`src/rtl/p1_sprite_renderer_if.sv`:
```
// Raster, position, sprite-ROM and pixel-output signals of the player-1 sprite renderer.
// With SPRITE_MIRROR_EN defined the bundle also carries facing_left.
interface p1_sprite_renderer_if;
  logic [9:0]  hcount;
  logic [9:0]  vcount;
  logic        video_on;
  logic        frame_start;
  logic [9:0]  pos_x;
  logic [9:0]  pos_y;
  logic [1:0]  pose_sel;
`ifdef SPRITE_MIRROR_EN
  logic        facing_left;
`endif
  logic [13:0] rom_addr;
  logic [1:0]  rom_sel;
  logic [11:0] rom_data;
  logic [11:0] rgb;
  logic        sprite_hit;
  logic        video_on_d;

  modport slave (
`ifdef SPRITE_MIRROR_EN
    input  facing_left,
`endif
    input  hcount, vcount, video_on, frame_start, pos_x, pos_y, pose_sel, rom_data,
    output rom_addr, rom_sel, rgb, sprite_hit, video_on_d
  );

  modport master (
`ifdef SPRITE_MIRROR_EN
    output facing_left,
`endif
    output hcount, vcount, video_on, frame_start, pos_x, pos_y, pose_sel, rom_data,
    input  rom_addr, rom_sel, rgb, sprite_hit, video_on_d
  );
endinterface

```
`src/rtl/p1_sprite_renderer.sv`:
```
// Player-1 sprite pipeline: raster -> ROM address, then colour-key over background, 3-cycle latency.
// Optional horizontal flip via facing_left when SPRITE_MIRROR_EN is defined.
module p1_sprite_renderer #(
  parameter int          SPR_W     = 128,
  parameter int          SPR_H     = 128,
  parameter logic [11:0] KEY_COLOR = 12'hF0F,
  parameter logic [11:0] BG_COLOR  = 12'h000,
  parameter logic [9:0]  INIT_X    = 10'd64,
  parameter logic [9:0]  INIT_Y    = 10'd300
) (
  input  logic                  clk,
  input  logic                  rst_n,
  p1_sprite_renderer_if.slave   bus
);
  localparam int AW = $clog2(SPR_W);
  localparam int AH = $clog2(SPR_H);

  logic [9:0]  x_q, y_q;
  logic [1:0]  pose_q;
  logic        facing_q;
  logic [13:0] rom_addr_q, rom_addr_d;
  logic [1:0]  rom_sel_q;
  logic        in_box_d1_q, von_d1_q, in_box_d2_q, von_d2_q;
  logic [11:0] rgb_q;
  logic        hit_q, von_d_q;

  logic [10:0]   hc, vc, xe, ye, dx, dy;
  logic          in_box, opaque;
  logic [AW-1:0] dx_eff;

  // 11-bit arithmetic keeps x_l+SPR_W from wrapping past 1023.
  always_comb begin
    hc     = {1'b0, bus.hcount};
    vc     = {1'b0, bus.vcount};
    xe     = {1'b0, x_q};
    ye     = {1'b0, y_q};
    dx     = hc - xe;
    dy     = vc - ye;
    in_box = bus.video_on && (hc >= xe) && (hc < xe + 11'(SPR_W))
                          && (vc >= ye) && (vc < ye + 11'(SPR_H));
    dx_eff = facing_q ? ~dx[AW-1:0] : dx[AW-1:0];
    rom_addr_d = in_box ? 14'({dy[AH-1:0], dx_eff}) : '0;
    opaque = in_box_d2_q && (bus.rom_data != KEY_COLOR);
  end

  always_ff @(posedge clk or negedge rst_n) begin
    if (!rst_n) begin
      x_q         <= INIT_X;
      y_q         <= INIT_Y;
      pose_q      <= '0;
      facing_q    <= 1'b0;
      rom_addr_q  <= '0;
      rom_sel_q   <= '0;
      in_box_d1_q <= 1'b0;
      von_d1_q    <= 1'b0;
      in_box_d2_q <= 1'b0;
      von_d2_q    <= 1'b0;
      rgb_q       <= '0;
      hit_q       <= 1'b0;
      von_d_q     <= 1'b0;
    end else begin
      if (bus.frame_start) begin
        x_q    <= bus.pos_x;
        y_q    <= bus.pos_y;
        pose_q <= bus.pose_sel;
`ifdef SPRITE_MIRROR_EN
        facing_q <= bus.facing_left;
`else
        facing_q <= 1'b0;
`endif
      end
      rom_addr_q  <= rom_addr_d;
      rom_sel_q   <= pose_q;
      in_box_d1_q <= in_box;
      von_d1_q    <= bus.video_on;
      // ROM registers its word here; only the qualifiers need delaying.
      in_box_d2_q <= in_box_d1_q;
      von_d2_q    <= von_d1_q;
      rgb_q       <= !von_d2_q ? 12'h000 : (opaque ? bus.rom_data : BG_COLOR);
      hit_q       <= opaque;
      von_d_q     <= von_d2_q;
    end
  end

  assign bus.rom_addr   = rom_addr_q;
  assign bus.rom_sel    = rom_sel_q;
  assign bus.rgb        = rgb_q;
  assign bus.sprite_hit = hit_q;
  assign bus.video_on_d = von_d_q;
endmodule
```
`src/flat_wrapper.sv`:
```
// flat-port wrapper written by rule: the top's interface ports become plain ports
module p1_sprite_renderer_flat 
#(
  parameter int          SPR_W     = 128,
  parameter int          SPR_H     = 128,
  parameter logic [11:0] KEY_COLOR = 12'hF0F,
  parameter logic [11:0] BG_COLOR  = 12'h000,
  parameter logic [9:0]  INIT_X    = 10'd64,
  parameter logic [9:0]  INIT_Y    = 10'd300
)
  (clk, rst_n, bus_hcount, bus_vcount, bus_video_on, bus_frame_start, bus_pos_x, bus_pos_y, bus_pose_sel, bus_rom_data, bus_rom_addr, bus_rom_sel, bus_rgb, bus_sprite_hit, bus_video_on_d);
  p1_sprite_renderer_if bus_i ();
  input  logic clk;
  input  logic rst_n;
  input wire logic [$bits(bus_i.hcount)-1:0] bus_hcount;
  input wire logic [$bits(bus_i.vcount)-1:0] bus_vcount;
  input wire logic [$bits(bus_i.video_on)-1:0] bus_video_on;
  input wire logic [$bits(bus_i.frame_start)-1:0] bus_frame_start;
  input wire logic [$bits(bus_i.pos_x)-1:0] bus_pos_x;
  input wire logic [$bits(bus_i.pos_y)-1:0] bus_pos_y;
  input wire logic [$bits(bus_i.pose_sel)-1:0] bus_pose_sel;
  input wire logic [$bits(bus_i.rom_data)-1:0] bus_rom_data;
  output wire logic [$bits(bus_i.rom_addr)-1:0] bus_rom_addr;
  output wire logic [$bits(bus_i.rom_sel)-1:0] bus_rom_sel;
  output wire logic [$bits(bus_i.rgb)-1:0] bus_rgb;
  output wire logic [$bits(bus_i.sprite_hit)-1:0] bus_sprite_hit;
  output wire logic [$bits(bus_i.video_on_d)-1:0] bus_video_on_d;
  assign bus_i.hcount = bus_hcount;
  assign bus_i.vcount = bus_vcount;
  assign bus_i.video_on = bus_video_on;
  assign bus_i.frame_start = bus_frame_start;
  assign bus_i.pos_x = bus_pos_x;
  assign bus_i.pos_y = bus_pos_y;
  assign bus_i.pose_sel = bus_pose_sel;
  assign bus_i.rom_data = bus_rom_data;
  assign bus_rom_addr = bus_i.rom_addr;
  assign bus_rom_sel = bus_i.rom_sel;
  assign bus_rgb = bus_i.rgb;
  assign bus_sprite_hit = bus_i.sprite_hit;
  assign bus_video_on_d = bus_i.video_on_d;
  p1_sprite_renderer #(.SPR_W(SPR_W), .SPR_H(SPR_H), .KEY_COLOR(KEY_COLOR), .BG_COLOR(BG_COLOR), .INIT_X(INIT_X), .INIT_Y(INIT_Y)) u_core (.clk(clk), .rst_n(rst_n), .bus(bus_i));
endmodule
```
`config.mk`:
```
export PLATFORM = sky130hd
export DESIGN_NAME = p1_sprite_renderer_flat
export DESIGN_NICKNAME = d
export VERILOG_FILES = /design/src/rtl/p1_sprite_renderer_if.sv /design/src/rtl/p1_sprite_renderer.sv /design/src/flat_wrapper.sv
export SDC_FILE = /design/constraint.sdc
export NUM_CORES = 1
export LEC_CHECK = 0
export BUFFER_PORTS_ARGS = -buffer_cell sky130_fd_sc_hd__buf_2
export CORE_MARGIN = 2
export CORE_UTILIZATION = 55
export DETAILED_ROUTE_END_ITERATION = 6
export PLACE_DENSITY = 0.85
export RECOVER_POWER = 50
export SYNTH_ARGS = -nofsm -noshare
export SYNTH_HDL_FRONTEND = slang
export SYNTH_SLANG_ARGS = --single-unit
```
`constraint.sdc`:
```
create_clock -name clk -period 3.1 [get_ports clk]
set_input_delay 0.465 -clock clk [delete_from_list [all_inputs] [get_ports clk]]
set_output_delay 0.465 -clock clk [all_outputs]
set_load 0.02 [all_outputs]
```
==> impl_metrics.csv, run 1 <==
group,metric,value,unit
route,vias,2158,
die,io-pin-count,88,
timing,tightest_slew,1.46,ns
finish,seqCellArea,0.00141,mm2
min_path,holdCritStartpoint,"bus_video_on",
timing,hold_viol,0,
global_route,grt_remaining_overflow,0,
global_route,antenna_found_initial,0,
route,dr.pass1.iters,4,
finish,final_layout_size_suffix_gt1_frac,0.287,
yosys,yosysWarnings,0,
run_status,status,"complete, no violations",
yosys,ys_ff_latch,56,
finish,multi_input_comb_area,0.00130,mm2
route,wl_per_cell,12.4,um
setup_path,startpoint,"u_core.x_q[0]$_DFFE_PN0P_",
yosys,synth-edff-count,0,
power,irDropWorstVdd,0.000276,V
route,route.detailed.drc,0,
finish,area_growth,21.9,%
placed_design,port_buffers,87,
route,via_per_inst,5.08,
finish,design_area,0.00345,mm2
clock_network,cts_resized,0,
min_path,hold_path_class,"in -> reg",
route,ant_nets,0,
setup_path,cp_data_required_time,3.32,ns
flow_run,max_cap_violations,0,
global_route,first_global_vias,2013,
power,p_per_area,491,mW/mm2
clock_network,clk_path_buf_depth,2,
yosys,netlist_instances,267,
placed_design,dp_hpwl,4210,um
min_path,min_to,"u_core.von_d1_q$_DFF_PN0_",
global_route,grt_pass1_wl,8580,um
setup_path,cp_max_fo,15,
yosys,synth_area_leaders,"dfrtp_1 45%, ha_1 12%, dfstp_2 4.6%, o21ai_0 4.4%, and3_1 3.3%",
clock_network,htreeDepth,2,
die,die_h,75.8,um
placed_design,dpl_cell_area,0.00333,mm2
timing,skew,0.00839,ns
clock_network,cts_inserted_buffers,5,
timing,drv_slew,0,
setup_path,arrival,2.76,ns
yosys,yosys.cell_types.count,39,
finish,final_nets,443,
min_path,min_path_cells,1,
yosys,synthesis.area,0.00283,mm2
timing,grt_setup_unrepaired,"no",
placed_design,gp_congestion,0.815,
die,core,0.00504,mm2
setup_path,ff2ff_path_depth,9,
setup_path,cpMaxStageDelayCell,"a2111oi_4",
setup_path,cpPeakStageDelay,0.65,ns
timing,finalSetupTns,0,ns
clock_network,clock_sinks,56,
yosys,synth_nets,355,
setup_path,critPathCaptureType,"flop",
power,leakage,1.91,nW
yosys,synth-async-reset-ratio,1.00,
die,dieArea,0.00574,mm2
setup_path,timing.rr.start,"u_core.x_q[0]$_DFFE_PN0P_",
timing,slew_headroom,0.0254,
clock_network,cts_setup_buffers,0,
yosys,yosys.area.top_type,"dfrtp_1",
yosys,synth_top_area_frac,0.451,
yosys,ys.flop_type,"dfrtp_1",
clock_network,clk_latency,0.30,ns
yosys,seq_area_frac_synth,0.497,
global_route,grt_max_degree,41,
clock_network,cts_tree,"built",
setup_path,crit_type,"reg -> reg",
die,fp.dieW,75.8,um
route,drtIter0Drc,59,
setup_path,path_delay_family,"compound AO/OA/AOI/OAI gates",
global_route,grtUsageTotal,0.196,
setup_path,crit_buf_inv,1,
timing,clock.fmax,0.394,GHz
timing,period_share,0.818,
die,std_cell_rows,26,
finish,fillers,388,
clock_network,hold_buffers,0,
route,wl,5270,um
setup_path,r2r_end,"u_core.bus.rom_addr[10]$_DFF_PN0_",
timing,setup_viol,0,
yosys,synth_area_per_cell,10.6,um2
clock_network,root_buffer,"clkbuf_8",
setup_path,path_cells,"ha_1, inv_1, fa_1, a211oi_1, o21bai_1, a21oi_1, o21a_1, a2111oi_4, nor3b_1",
timing,finalCriticalPeriod,2.54,ns
setup_path,start_kind,"flop",
die,start_util,0.562,
clock_network,clk_pin_slew,0.09,ns
finish,antenna_cells,0,
setup_path,ff2ff_setup_slack,0.56,ns
[per-stage QoR]
stage | instances | setup slack, ns | util | total power [mW] | hold WS (ns)
floorplan | 267 | 0.826 | - | 1.05 | 0.169
global placement | 418 | 0.462 | 0.660 | 1.16 | 0.332
detailed placement | 418 | 0.366 | 0.660 | 1.17 | 0.343
global route | 425 | 0.267 | 0.685 | 1.81 | 0.324
CTS | 425 | 0.506 | 0.686 | 1.72 | 0.169
finish | 425 | 0.563 | 0.685 | 1.70 | 0.333
[cells by family after synthesis]
| group | share of synthesized area |
|---|---|
| DFF | 0.497 |
| xor gates and xnor gates | 0.0247 |
| and+or+nand+nor | 0.145 |
| adders and majority gates | 0.138 |
| muxes | 0.0159 |
| AOI/OAI and AO/OA | 0.135 |
| buffers and inverters | 0.0451 |
[metal layers]
| layer | track usage | vias up | share of wire |
|---|---|---|---|
| met5 | 0 | - | 0 |
| met4 | 0.0526 | 0 | 0.0072 |
| met3 | 0.0489 | 4 | 0.070 |
| met2 | 0.330 | 71 | 0.49 |
| met1 | 0.251 | 986 | 0.43 |
| li1 | - | 1097 | - |
[state kept, by name, summed over array words and instances, names as in the netlist]
signal,flops
u_core.bus.rgb,12
u_core.bus.rom_addr,14
u_core.bus.rom_sel,2
u_core.bus.sprite_hit,1
u_core.bus.video_on_d,1
u_core.in_box_d1_q,1
u_core.in_box_d2_q,1
u_core.pose_q,2
u_core.von_d1_q,1
u_core.von_d2_q,1
u_core.x_q,10
u_core.y_q,10
[final cells by class]
class	instances	share of cell area
inverter	25	0.0272
clock buffer	5	0.0199
tap	70	0.0254
timing repair buffer	88	0.126
sequential	56	0.408
multi-input combinational	179	0.376
clock inverter	2	0.0174
[layout by cell type, fill, tap and decap left out, drive strengths merged, types with 3 or more instances in the layout]
master	count
buf	84
dfrtp	51
ha	28
o21ai	26
inv	25
nand2	22
and3	15
a21oi	13
nor2	10
clkbuf	9
and2	8
a21o	7
xnor2	5
nor3	5
dfstp	5
a211oi	4
mux2	4
nand3	3
xor2	3
[power by group]
group	switching, mW	internal (mW)	total, mW
combinational	0.203	0.158	0.361
clock	0.222	0.318	0.540
sequential	0.0182	0.777	0.795
total	0.443	1.25	1.70
[cell usage after synthesis, types with 2 or more instances]
cell type / n
nor3_1: 5
xor2_1: 3
nand4_1: 2
xnor2_1: 5
nand2_1: 22
mux2_2: 4
and3_1: 15
nor3b_1: 2
a21oi_1: 13
a211oi_1: 4
nand2b_1: 2
clkbuf_1: 6
and2_1: 8
fa_1: 2
nand4b_1: 2
o21ai_0: 25
nor2_1: 10
a21o_1: 7
dfrtp_1: 51
nand3_1: 3
ha_1: 28
o21bai_1: 2
inv_1: 25
dfstp_2: 5
nor2b_1: 2
[worst max-delay path by stage]
stage | cells past startpoint | end
final | 9 | u_core.bus.rom_addr[10]$_DFF_PN0_
after global routing | 7 | u_core.bus.rom_addr[10]$_DFF_PN0_
after CTS | 7 | u_core.bus.rom_addr[10]$_DFF_PN0_
after detailed placement | 11 | u_core.bus.rom_addr[10]$_DFF_PN0_
after global placement | 11 | u_core.bus.rom_addr[10]$_DFF_PN0_
after floorplan | 11 | u_core.bus.rom_addr[1]$_DFF_PN0_
Power figures use the tool's default switching activity.
==> inputs of run 2 (changes only) <==
- CORE_UTILIZATION: 55 -> 51
- PLACE_DENSITY: 0.85 -> 0.8
- clock period: 3.1 -> 2.6 ns (I/O delays scaled with it)
==> impl_metrics.csv, run 2 (synthesis results as in run 1) <==
group,metric,value,unit
timing,finalSetupTns,0,ns
clock_network,cts_inserted_buffers,5,
die,fp.dieW,78.5,um
clock_network,clk_pin_slew,0.10,ns
timing,tightest_slew,1.50,ns
global_route,grtUsageTotal,0.186,
global_route,grt_max_degree,41,
flow_run,max_cap_violations,1,
route,wl,5360,um
timing,slew_headroom,0.00129,
finish,final_layout_size_suffix_gt1_frac,0.292,
finish,final_nets,447,
power,power,1.86,mW
setup_path,cp_data_required_time,2.81,ns
finish,fillers,465,
power,p_per_area,540,mW/mm2
placed_design,dp_hpwl,4240,um
finish,area_growth,21.7,%
clock_network,root_buffer,"clkbuf_8",
route,via_per_inst,5.08,
setup_path,critPathCaptureType,"flop",
die,dieArea,0.00617,mm2
timing,setup_viol,0,
finish,final_common_cell,"buf_2",
die,std_cell_rows,27,
timing,grt_setup_unrepaired,"no",
die,io-pin-count,88,
finish,antenna_cells,0,
route,route.detailed.drc,0,
placed_design,gp_congestion,0.786,
route,drtIter0Drc,49,
route,ant_nets,0,
route,vias,2195,
route,wl_per_cell,12.4,um
setup_path,cpPeakStageDelay,0.40,ns
clock_network,clk_path_buf_depth,2,
timing,hold_viol,0,
setup_path,cpMaxStageDelayCell,"dfrtp_1",
global_route,antenna_found_initial,0,
clock_network,clock_sinks,56,
die,core,0.00544,mm2
min_path,hold_path_class,"in -> reg",
setup_path,crit_type,"reg -> reg",
timing,clock.fmax,0.417,GHz
die,start_util,0.521,
setup_path,crit_buf_inv,2,
finish,multi_input_comb_area,0.00130,mm2
timing,finalCriticalPeriod,2.40,ns
run_status,violations,"capacitance limit",
power,irDropWorstVdd,0.000297,V
clock_network,cts_tree,"built",
finish,largest_register_ffs,14,
run_status,status,"finished with violations",
global_route,grt_pass1_wl,9140,um
timing,period_share,0.923,
power,leakage,1.91,nW
clock_network,htreeDepth,2,
setup_path,start_kind,"flop",
timing,drv_slew,0,
timing,skew,0.00855,ns
finish,layout_common_cells,"84 x buf_2, 51 x dfrtp_1, 28 x ha_1, 25 x inv_1, 24 x o21ai_0",
setup_path,path_cells,"ha_1, inv_1, fa_1, a211oi_1, o21bai_1, a21oi_1, o21a_1, a2111oi_4, buf_4, nor3b_1",
route,dr.pass1.iters,4,
clock_network,clk_latency,0.31,ns
global_route,first_global_vias,2113,
die,die_h,78.5,um
setup_path,arrival,2.61,ns
setup_path,cp_max_fo,15,
finish,seqCellArea,0.00141,mm2
placed_design,port_buffers,87,
global_route,grt_remaining_overflow,0,
setup_path,path_delay_family,"compound AO/OA/AOI/OAI gates",
## run 2: cell count changes in the layout (fill, tap and decap cells not counted), sizes merged
| cell | previous run | this run |
|---|---|---|
| buf | 84 | 87 |
| bufinv | 2 | 0 |
| clkinv | 0 | 2 |
| dlygate4sd3 | 0 | 1 |
| inv | 25 | 26 |
## run 2: per-stage QoR
step	instance area, um2	hold WS, ns	instances	utilization	worst slack, ns
after floorplan	2830	0.0944	267	-	0.401
after global placement	3350	0.302	422	0.615	0.0250
after detailed placement	3350	0.303	422	0.615	-0.120
after CTS	3460	0.212	432	0.635	0.194
after global routing	3450	0.233	432	0.634	0.0179
final	3450	0.246	432	0.634	0.199
## run 2: timing repair
item	4_1_cts	5_1_grt
setup buffers	1	0
resized for setup	0	1
hold endpoints to repair	10	0
endpoints found under the setup margin	1	2
hold buffers	1	0
pin swaps	1	0
gates cloned	0	0
## run 2: final cells by class
type,count,share of cell area
inverters,25,0.0272
well taps,72,0.0261
clock buffers,5,0.0200
repair buffers,92,0.136
multi-input cells,179,0.376
clock inverters,3,0.00653
flip-flops and latches,56,0.408
## run 2: metal layers
layer  GRT usage  wire length (um)  vias up
met5           0                 0        -
met4      0.0667                64        0
met3      0.0287               325        7
met2       0.326              2580       72
met1       0.234              2380     1013
li1            -                 -     1103
## run 2: path summary, 6_finish.rpt
check	startpoint	end	slack (ns)	cells after the start
min in group asynchronous	rst_n	u_core.bus.rom_sel[0]$_DFF_PN0_	0.66	2
min	bus_video_on	u_core.von_d1_q$_DFF_PN0_	0.25	1
max reg2reg	u_core.x_q[0]$_DFFE_PN0P_	u_core.bus.rom_addr[10]$_DFF_PN0_	0.20	10
min reg2reg	u_core.in_box_d1_q$_DFF_PN0_	u_core.in_box_d2_q$_DFF_PN0_	0.36	0
max	u_core.x_q[0]$_DFFE_PN0P_	u_core.bus.rom_addr[10]$_DFF_PN0_	0.20	10
max in group asynchronous	rst_n	u_core.bus.rom_addr[1]$_DFF_PN0_	0.60	3
## run 2: where the power goes
group,internal (mW),leakage (nW),switching (mW)
clock network,0.194,0.0485,0.283
logic,0.194,1.14,0.246
registers,0.927,0.719,0.0213
total,1.31,1.91,0.550
